$ cat src/rtl/keypad_entry_ctrl_pkg.sv
// Shared definitions for the keypad entry controller: key codes, state encoding
// and result-width helper.
package keypad_entry_ctrl_pkg;

    localparam logic [3:0] KEY_ENTER  = 4'hA;
    localparam logic [3:0] KEY_BACK   = 4'hB;
    localparam logic [3:0] KEY_CANCEL = 4'hC;

    typedef enum logic [3:0] {
        ST_IDLE    = 4'b0001,
        ST_ENTRY   = 4'b0010,
        ST_CONVERT = 4'b0100,
        ST_PRESENT = 4'b1000
    } state_e;

    // Bits needed to hold any value of max_digits decimal digits.
    function automatic int min_val_w(input int max_digits);
        int p;
        p = 1;
        for (int i = 0; i < max_digits; i++) p = p * 10;
        return $clog2(p);
    endfunction

endpackage

$ cat src/rtl/keypad_entry_ctrl_bcd_to_bin_seq.sv
// Iterative BCD-to-binary converter: one acc = acc*10 + digit step per cycle,
// most significant nibble first.
module bcd_to_bin_seq #(
    parameter int MAX_DIGITS = 4,
    parameter int VAL_W      = 14
) (
    input  logic                    clk,
    input  logic                    rst_n,
    input  logic                    start_i,
    input  logic [4*MAX_DIGITS-1:0] bcd_i,
    output logic                    done_o,
    output logic [VAL_W-1:0]        value_o
);

    localparam int IW = (MAX_DIGITS > 1) ? $clog2(MAX_DIGITS) : 1;

    logic             run_q;
    logic [IW-1:0]    idx_q;
    logic [VAL_W-1:0] acc_q;
    logic [3:0]       nib;
    logic [VAL_W-1:0] acc_d;

    // bcd_i must stay stable while running; the controller freezes its entry.
    assign nib   = bcd_i[{idx_q, 2'b00} +: 4];
    assign acc_d = acc_q * VAL_W'(10) + VAL_W'(nib);

    always_ff @(posedge clk or negedge rst_n) begin
        if (!rst_n) begin
            run_q <= 1'b0;
            idx_q <= '0;
            acc_q <= '0;
        end else if (start_i) begin
            run_q <= 1'b1;
            idx_q <= IW'(MAX_DIGITS - 1);
            acc_q <= '0;
        end else if (run_q) begin
            acc_q <= acc_d;
            if (idx_q == '0) run_q <= 1'b0;
            else             idx_q <= idx_q - IW'(1);
        end
    end

    // High during the final step, so value_o holds the result the next cycle.
    assign done_o  = run_q && (idx_q == '0);
    assign value_o = acc_q;

endmodule

$ cat src/rtl/keypad_entry_ctrl.sv
// Keypad entry controller: collects decimal digits, handles edit keys and
// inactivity timeout, converts on enter and hands the value to the core.
//
// state      | meaning
// -----------+-------------------------------------------------
// ST_IDLE    | no digits held
// ST_ENTRY   | 1..MAX_DIGITS digits held, timeout running
// ST_CONVERT | BCD entry being converted to binary
// ST_PRESENT | cmd_vld_o high, waiting for cmd_rdy_i
module keypad_entry_ctrl
    import keypad_entry_ctrl_pkg::*;
#(
    parameter int MAX_DIGITS  = 4,
    parameter int VAL_W       = min_val_w(MAX_DIGITS),
    parameter int TIMEOUT_CYC = 500_000_000
) (
    input  logic                    clk,
    input  logic                    rst_n,
    input  logic                    key_vld_i,
    input  logic [3:0]              key_code_i,
    input  logic                    cmd_rdy_i,
    output logic                    cmd_vld_o,
    output logic [VAL_W-1:0]        cmd_value_o,
    output logic                    cmd_cancel_o,
    output logic                    timeout_pulse_o,
    output logic                    key_err_o,
    output logic [4*MAX_DIGITS-1:0] disp_bcd_o,
    output logic [2:0]              disp_cnt_o,
    output logic                    busy_o
);

    localparam int              DW       = 4 * MAX_DIGITS;
    localparam int              TMR_W    = (TIMEOUT_CYC > 2) ? $clog2(TIMEOUT_CYC) : 1;
    localparam logic [TMR_W-1:0] TMR_LOAD = TMR_W'(TIMEOUT_CYC - 1);
    localparam logic [2:0]      MAX_CNT  = 3'(MAX_DIGITS);

    state_e           state_q;
    logic [DW-1:0]    disp_q;
    logic [2:0]       cnt_q;
    logic             cancel_q;
    logic             tmo_q;
    logic             err_q;
    logic [TMR_W-1:0] tmr_q;

    logic             editing;
    logic             conv_start;
    logic             conv_done;
    logic [DW-1:0]    disp_shl;

    assign editing    = (state_q == ST_IDLE) || (state_q == ST_ENTRY);
    assign conv_start = editing && key_vld_i && (key_code_i == KEY_ENTER) && (cnt_q != 3'd0);
    assign disp_shl   = (disp_q << 4) | DW'(key_code_i);

    always_ff @(posedge clk or negedge rst_n) begin
        if (!rst_n) begin
            state_q  <= ST_IDLE;
            disp_q   <= '0;
            cnt_q    <= 3'd0;
            cancel_q <= 1'b0;
            tmo_q    <= 1'b0;
            err_q    <= 1'b0;
        end else begin
            cancel_q <= 1'b0;
            tmo_q    <= 1'b0;
            err_q    <= 1'b0;
            case (state_q)
                ST_IDLE, ST_ENTRY: begin
                    if (key_vld_i) begin
                        if (key_code_i <= 4'd9) begin
                            if (cnt_q < MAX_CNT) begin
                                disp_q  <= disp_shl;
                                cnt_q   <= cnt_q + 3'd1;
                                state_q <= ST_ENTRY;
                            end else begin
                                err_q <= 1'b1;
                            end
                        end else begin
                            case (key_code_i)
                                KEY_ENTER: begin
                                    if (cnt_q == 3'd0) err_q   <= 1'b1;
                                    else               state_q <= ST_CONVERT;
                                end
                                KEY_BACK: begin
                                    if (cnt_q == 3'd0) begin
                                        err_q <= 1'b1;
                                    end else begin
                                        disp_q  <= disp_q >> 4;
                                        cnt_q   <= cnt_q - 3'd1;
                                        state_q <= (cnt_q == 3'd1) ? ST_IDLE : ST_ENTRY;
                                    end
                                end
                                KEY_CANCEL: begin
                                    disp_q   <= '0;
                                    cnt_q    <= 3'd0;
                                    cancel_q <= 1'b1;
                                    state_q  <= ST_IDLE;
                                end
                                default: err_q <= 1'b1;
                            endcase
                        end
                    end else if ((state_q == ST_ENTRY) && (tmr_q == '0)) begin
                        disp_q  <= '0;
                        cnt_q   <= 3'd0;
                        tmo_q   <= 1'b1;
                        state_q <= ST_IDLE;
                    end
                end
                ST_CONVERT: begin
                    if (conv_done) state_q <= ST_PRESENT;
                end
                ST_PRESENT: begin
                    if (cmd_rdy_i) begin
                        disp_q  <= '0;
                        cnt_q   <= 3'd0;
                        state_q <= ST_IDLE;
                    end
                end
                default: state_q <= ST_IDLE;
            endcase
        end
    end

    // Down-counter reloaded by any key or outside ENTRY; zero is terminal count.
    always_ff @(posedge clk or negedge rst_n) begin
        if (!rst_n) begin
            tmr_q <= TMR_LOAD;
        end else if ((state_q != ST_ENTRY) || key_vld_i) begin
            tmr_q <= TMR_LOAD;
        end else if (tmr_q != '0) begin
            tmr_q <= tmr_q - TMR_W'(1);
        end
    end

    bcd_to_bin_seq #(
        .MAX_DIGITS (MAX_DIGITS),
        .VAL_W      (VAL_W)
    ) u_conv (
        .clk     (clk),
        .rst_n   (rst_n),
        .start_i (conv_start),
        .bcd_i   (disp_q),
        .done_o  (conv_done),
        .value_o (cmd_value_o)
    );

    assign cmd_vld_o       = (state_q == ST_PRESENT);
    assign busy_o          = (state_q == ST_CONVERT) || (state_q == ST_PRESENT);
    assign cmd_cancel_o    = cancel_q;
    assign timeout_pulse_o = tmo_q;
    assign key_err_o       = err_q;
    assign disp_bcd_o      = disp_q;
    assign disp_cnt_o      = cnt_q;

endmodule

$ cat config.mk
export PLATFORM = sky130hd
export DESIGN_NAME = keypad_entry_ctrl
export DESIGN_NICKNAME = d
export VERILOG_FILES = /design/src/rtl/keypad_entry_ctrl_pkg.sv /design/src/rtl/keypad_entry_ctrl_bcd_to_bin_seq.sv /design/src/rtl/keypad_entry_ctrl.sv
export SDC_FILE = /design/constraint.sdc
export NUM_CORES = 1
export LEC_CHECK = 0
export CAP_MARGIN = 10
export CORE_MARGIN = 2
export CORE_UTILIZATION = 38
export CTS_BUF_LIST = sky130_fd_sc_hd__clkbuf_2 sky130_fd_sc_hd__clkbuf_4 sky130_fd_sc_hd__clkbuf_8
export CTS_CLUSTER_SIZE = 12
export DETAILED_ROUTE_END_ITERATION = 12
export HOLD_SLACK_MARGIN = 0.06
export SLEW_MARGIN = 20
export SYNTH_ARGS = -nofsm -noshare
export SYNTH_HDL_FRONTEND = slang
export SYNTH_SLANG_ARGS = --single-unit
$ cat constraint.sdc
create_clock -name clk -period 3.3 [get_ports clk]
set_input_delay 0.825 -clock clk [delete_from_list [all_inputs] [get_ports clk]]
set_output_delay 0.825 -clock clk [all_outputs]
set_load 0.02 [all_outputs]
---- Yosys cells after proc, flatten, opt, wreduce, memory -nomap -nowiden ----
Cells that the tools add are included.
storage, ports and cells
  register bits ........................... 72
  input port bits ......................... 8
  logic and storage cells ................. 109
operators by class
  $add $sub $neg .......................... 5
  $mul .................................... 1
  order comparisons ....................... 2
  equal/unequal tests ..................... 18
  shifts and indexed selects .............. 1
  multiplexer cells ....................... 50
  bitwise operators ....................... 1
  reductions and logical operators ........ 21
operators by type and width
  cell                                                    number
  two-way mux 16 bit                                      6
  one-hot mux 16 bit (2 select lines)                     2
  two-way mux 29 bit                                      2
  two-way mux 4 bit                                       8
  zero test 29 bit                                        1
  nonzero test 29 bit                                     1
  subtractor 29 x 1 -> 29 bit (second input constant)     1
  two-way mux 14 bit                                      2
  one-hot mux 4 bit (3 select lines)                      2
  two-way mux 3 bit                                       6
  equality test 4 bit (second input constant)             4
  OR 16 x 4 -> 16 bit                                     1
  variable part select 16 x 5 -> 4 bit                    1
  two-way mux 1 bit                                       15
  adder 14 x 4 -> 14 bit                                  1
  multiplier 14 x 3 -> 13 bit (second input constant)     1
  one-hot mux 3 bit (2 select lines)                      2
  inequality test 5 bit (second input constant)           2
  two-way mux 2 bit                                       4
  AND reduction 7 bit                                     1
  inequality test 2 bit (second input constant)           3
  inequality test 6 x 4 -> 1 bit (second input constant)  1
  AND reduction 6 bit                                     1
  nonzero test 2 bit                                      3
  other kinds (21)                                        28

---- Logic depth before layout (Yosys ltp) ----
  depth in word-level cells ............... 7
  gate-level depth with buffers ........... 11
  mapped depth without buffers ............ 10

---- Hierarchy ----
From an unflattened synthesis, not the netlist that was laid out.
second synthesis, totals
  cells, all modules ...................... 479
  area, all modules ....................... 4636.9 um2
by module, submodules not included
  module             times used  cells each  area each (um2)
  keypad_entry_ctrl  1           313         3015.4
  bcd_to_bin_seq     1           166         1621.6

---- Worst setup path after synthesis ----
No wires, ideal clock.
  path type ............................... reg2reg
  from .................................... register u_conv.acc_q[1], in the netlist u_conv.value_o[1]
  to ...................................... register u_conv.acc_q[13], in the netlist u_conv.value_o[13]
  library setup time ...................... 0.136 ns
  data arrival time ....................... 2.734 ns
  path slack .............................. 0.430 ns
  stages on the path, launching flop included .. 11
  clock period less this slack ............ 2.870 ns
  cells stage by stage .................... dfrtp_1 > ha_1 > ha_1 > fa_1 > a21o_1 > a21oi_1 > xor2_1 > or3_1 > nor4_1 > xnor2_1 > a21oi_1
on the way
  word-level cells in the longest chain between the ends .. 4
RTL lines
  item                         line                                    RTL
  start: declaration           keypad_entry_ctrl_bcd_to_bin_seq.sv:19  logic [VAL_W-1:0] acc_q;
  start signal: assignment     keypad_entry_ctrl_bcd_to_bin_seq.sv:31  acc_q <= '0;
  start signal: assignment     keypad_entry_ctrl_bcd_to_bin_seq.sv:35  acc_q <= '0;
  start signal: assignment     keypad_entry_ctrl_bcd_to_bin_seq.sv:37  acc_q <= acc_d;
  multiplier 14 x 3 -> 13 bit  keypad_entry_ctrl_bcd_to_bin_seq.sv:25  assign acc_d = acc_q * VAL_W'(10) + VAL_W'(nib);
  adder 14 x 4 -> 14 bit       keypad_entry_ctrl_bcd_to_bin_seq.sv:25
  two-way mux 14 bit           keypad_entry_ctrl_bcd_to_bin_seq.sv:36  end else if (run_q) begin
  two-way mux 14 bit           keypad_entry_ctrl_bcd_to_bin_seq.sv:32  end else if (start_i) begin
Every way passes these cells. The select of a mux whose other input is x is not followed.
A chain may end at the register's enable or synchronous reset.

---- Final worst setup path ----
  from .................................... register state_q[1]
  to ...................................... output busy_o
on the way
  word-level cells in the longest chain between the ends .. 2
RTL lines
  item                                                                 line                      RTL
  start: declaration                                                   keypad_entry_ctrl.sv:37   state_e state_q;
  start signal: assignment                                             keypad_entry_ctrl.sv:89   state_q <= (cnt_q == 3'd1) ? ST_IDLE : ST_ENTRY;
  equality test 4 x 3 -> 1 bit or equality test 4 bit (tied branches)  keypad_entry_ctrl.sv:147  assign busy_o = (state_q == ST_CONVERT) || (state_q == ST_PRESENT);
  logical OR 1 bit *                                                   keypad_entry_ctrl.sv:147
  end: declaration                                                     keypad_entry_ctrl.sv:29   output logic busy_o
Every way passes the cells marked *; elsewhere a longest branch is shown, timed or not.

==> results_tabular.tex <==
\begin{tabular}{lr}
\hline
Metric & Value \\
\hline
\multicolumn{2}{l}{\textbf{Drt}} \\
\quad Number of routed nets with antenna violations & 0 \\
\quad Detail-routed via count per cell & 5.31 \\
\quad Router iterations before antenna repair & 8 \\
\quad Total vias in the final route & $\sim$3500 \\
\quad Post-detailed-route DRC marker count & 5 \\
\quad Iteration-0 DRC Markers & 200 \\
\quad Total length of routed wires & 9690 um \\
\quad Wirelength per Cell & 14.6 um \\
\multicolumn{2}{l}{\textbf{STA}} \\
\quad Setup repair after global routing missed its margin & false \\
\quad Final-layout setup total negative slack & 0 ps \\
\quad Max-slew violation count & 0 \\
\quad Tightest hold margin & approximately 400 ps \\
\quad Highest Clock Rate & 0.331 GHz \\
\quad Worst Max-Slew Pin Slew & 587 ps \\
\quad Share of the clock period used by the worst path & a little over 90\% \\
\quad Crit path time final & 3020 ps \\
\quad Number of endpoints with negative hold slack in the final report & 0 \\
\quad Max Clock Skew & 12.0 ps \\
\quad Endpoints failing setup & 0 \\
\quad Worst slew margin & 60.9\% \\
\multicolumn{2}{l}{\textbf{Floorplan}} \\
\quad Top-Level Pins & 46 \\
\quad Die Y & 113 um \\
\quad Initial Util & 39.1\% \\
\quad Cell row count & 39 \\
\quad Full die area & 12700 um\^{}2 \\
\quad Placeable core region & about 12000 um\^{}2 \\
\quad Die X-Extent & 113 um \\
\multicolumn{2}{l}{\textbf{Cells and area}} \\
\quad Finished Layout Cells & 662 \\
\quad Share of final-layout standard cells stronger than drive strength 1 & 15.2\% \\
\quad Post-Layout Inst Area & 5370 um\^{}2 \\
\quad Fillers & 1100 \\
\quad Final nets & 552 \\
\quad Area growth from synthesis to final layout & 19.1\% \\
\quad Number of antenna diodes & 0 \\
\multicolumn{2}{l}{\textbf{Yosys}} \\
\quad Synth Flop Type & sky130\_fd\_sc\_hd\_\_dfrtp\_1 \\
\quad Flops \& latches, synth & 72 \\
\quad Most frequent cell after synthesis & sky130\_fd\_sc\_hd\_\_nor2\_1 \\
\quad Instance count of the mapped netlist & between 400 and 500 \\
\quad Top-area cell type share of the netlist area & 28.3\% \\
\quad Cell type contributing the most total cell area after synthesis & sky130\_fd\_sc\_hd\_\_dfrtp\_1 \\
\quad Mean area per synthesized cell & 9.71 um\^{}2 \\
\quad Count of unique library cells instantiated by Yosys & 58 \\
\quad Yosys warnings & 0 \\
\quad Total nets after synthesis & between 500 and 600 \\
\quad Top post-synthesis cells by area & sky130\_fd\_sc\_hd\_\_dfrtp\_1, sky130\_fd\_sc\_hd\_\_dfstp\_2, sky130\_fd\_sc\_hd\_\_ha\_1 \\
\quad Sequential share of the synthesized area & 40.6\% \\
\quad Cell area after technology mapping & 4510 um\^{}2 \\
\quad Synth cell count leaders & sky130\_fd\_sc\_hd\_\_nor2\_1, sky130\_fd\_sc\_hd\_\_dfrtp\_1, sky130\_fd\_sc\_hd\_\_nand2\_1, sky130\_fd\_sc\_hd\_\_ha\_1 \\
\quad Number of enable-type register cells in the synthesized netlist & 0 \\
\quad Share of async-settable or async-resettable flops after synthesis & 100\% \\
\multicolumn{2}{l}{\textbf{GRT}} \\
\quad Vias in the first global route & 3487 \\
\quad Remaining global-route overflow & 0 \\
\quad Antenna violations before repair & 0 \\
\quad Pin count of the biggest net entering global routing & 32 \\
\quad Overall track demand over capacity in global routing & 16.4\% \\
\quad First-pass GRT wire length & 17000 um \\
\multicolumn{2}{l}{\textbf{Job}} \\
\quad Reported max-cap violation count & 0 \\
\multicolumn{2}{l}{\textbf{Clock tree}} \\
\quad Maximum clock insertion buffer count & 2 \\
\quad Post\_cts resized & 0 \\
\quad Root cell of the clock tree & sky130\_fd\_sc\_hd\_\_clkbuf\_8 \\
\quad Number of buffers added to fix hold violations after cts & 0 \\
\quad \# Post-CTS Setup Buffers & 0 \\
\quad Number of buffers inserted during clock tree synthesis & 9 \\
\quad Max H-tree Level & 3 \\
\quad CTS Sinks & 72 \\
\quad Clock transition time at the flip-flop clock pins of the worst setup and hold paths & about 80 ps \\
\quad Worst skew pair latency & 350 ps \\
\quad CTS tree & yes \\
\multicolumn{2}{l}{\textbf{Place}} \\
\quad Post-Place Cell Area & approximately 5100 um\^{}2 \\
\quad Final weighted congestion in routability-driven placement & 0.812 \\
\quad Instance count after placement with tap cells included & 646 \\
\quad Port buffer count & 45 \\
\quad DP Wirelength & 7010 um \\
\multicolumn{2}{l}{\textbf{Worst setup path}} \\
\quad Critical path required time & $\sim$2500 ps \\
\quad Critical Path Fanout Max & 6 \\
\quad Library cell contributing the largest single delay on the critical path & sky130\_fd\_sc\_hd\_\_or4b\_4 \\
\quad Top Family by Delay on Critical Path & simple AND/OR/NAND/NOR gates \\
\quad Slack of the worst reg-to-reg path & 290 ps \\
\quad Capturing element of the worst setup path & busy\_o \\
\quad Type of the worst setup path & flip-flop to output pin \\
\quad Critical path data arrival time & 2200 ps \\
\quad Worst Reg2Reg Path Length in Cells & 10 \\
\quad Worst R2R End & u\_conv.value\_o[13] \\
\quad Kind of start point of the critical path & flip-flop \\
\quad Crit-path cells & or4b\_4 > inv\_1 > or2\_2 > clkdlybuf4s50\_1 \\
\quad Stages on worst setup path & 4 \\
\quad Buffers \& Inverters on Critical Path & 2 \\
\quad Worst Setup End Kind & output pin \\
\quad Startpoint of the most critical register-to-register path & u\_conv.value\_o[1] \\
\quad Worst setup startpoint & state\_q[1] \\
\quad Crit path largest cell delay & around 600 ps \\
\multicolumn{2}{l}{\textbf{Min path}} \\
\quad Classification of the worst-slack hold path & input port to async pin \\
\multicolumn{2}{l}{\textbf{Run status}} \\
\quad Outcome & complete, but fails checks \\
\quad Violations in the final reports & DRC \\
\multicolumn{2}{l}{\textbf{Power and ir drop}} \\
\quad Worst voltage drop across the vdd grid & 0.427 mV \\
\quad Leakage & 2.16 nW \\
\quad Post-layout power & about 5.6 mW \\
\quad Power per cell area & 1030 nW/um\^{}2 \\
\hline
\end{tabular}
[sequential cells by signal, summed over array words and instances, names as in the netlist, 2 cells and up]
register / count
tmr_q: 29
disp_bcd_o: 16
u_conv.value_o: 14
state_q: 4
disp_cnt_o: 3
u_conv.idx_q: 2
[layout make-up]
class | instances | area (um^2) | share of cell area [%]
clock buffers | 11 | 145 | 2.70
clock inverters | 5 | 80.1 | 1.49
multi-input cells | 356 | 2520 | 47.0
repair buffers | 56 | 541 | 10.1
inverters | 19 | 71.3 | 1.33
flip-flops and latches | 72 | 1830 | 34.1
well taps | 143 | 179 | 3.33
[logic make-up after synthesis]
family / count (synthesis) / synth area share, %
buf+inv: 36 / 3.50
fa+ha+maj: 30 / 8.66
compound gates: 94 / 14.2
simple gates: 178 / 20.9
flops: 72 / 40.6
mux: 14 / 4.33
xor+xnor: 40 / 7.78
[routing by layer]
metal  vias up  GRT usage, %  share of wire, %
li1       1746             -                 -
met2        56          24.6                44
met4         0          6.26               1.1
met3         9          3.00               2.7
met5         -             0                 0
met1      1704          23.8                52
[worst reg2reg max path, delay by kind of cell (launching register included)]
| kind | cells | cell delay (ps) |
|---|---|---|
| AOI/OAI and AO/OA | 3 | 460 |
| adders and majority gates | 3 | 940 |
| and+or+nand+nor | 2 | 730 |
| xor gates and xnor gates | 2 | 310 |
| DFF | 1 | 430 |
[through the flow]
stage | utilization [%] | setup WS [ps]
6_report | 46.6 | 275
5_1_grt | 46.6 | 59.4
4_1_cts | 46.6 | 38.1
3_5_place_dp | 44.6 | 281
3_3_place_gp | 44.6 | 304
2_1_floorplan | - | 430
[how the worst min path moves through the flow]
stage	startpoint	end	slack, ps	cells after the start
CTS	rst_n	u_conv.value_o[0]	400	1
detailed placement	tmr_q[28]	tmr_q[28]	490	2
finish	rst_n	u_conv.value_o[5]	400	1
floorplan	tmr_q[28]	tmr_q[28]	470	2
global route	rst_n	disp_bcd_o[12]	400	1
global placement	tmr_q[28]	tmr_q[28]	480	2
[cells in the final DEF (no fill, tap or decap), types with 14 or more instances in the layout]
cell	instances
sky130_fd_sc_hd__nor3_1	14
sky130_fd_sc_hd__dfstp_2	21
sky130_fd_sc_hd__xnor2_1	27
sky130_fd_sc_hd__inv_1	19
sky130_fd_sc_hd__dfrtp_1	51
sky130_fd_sc_hd__ha_1	28
sky130_fd_sc_hd__nor2_1	52
sky130_fd_sc_hd__nand2_1	40
sky130_fd_sc_hd__clkdlybuf4s50_1	44
sky130_fd_sc_hd__o21ai_0	27
sky130_fd_sc_hd__a21oi_1	15
[where the power goes]
part,switching (mW),internal (mW),total [mW],leakage (nW)
Combinational,1.82,1.54,3.36,1.18
Clock,0.334,0.453,0.787,0.109
Sequential,0.291,1.11,1.40,0.869
Total,2.44,3.11,5.55,2.16
(Power assumes the default switching activity.)
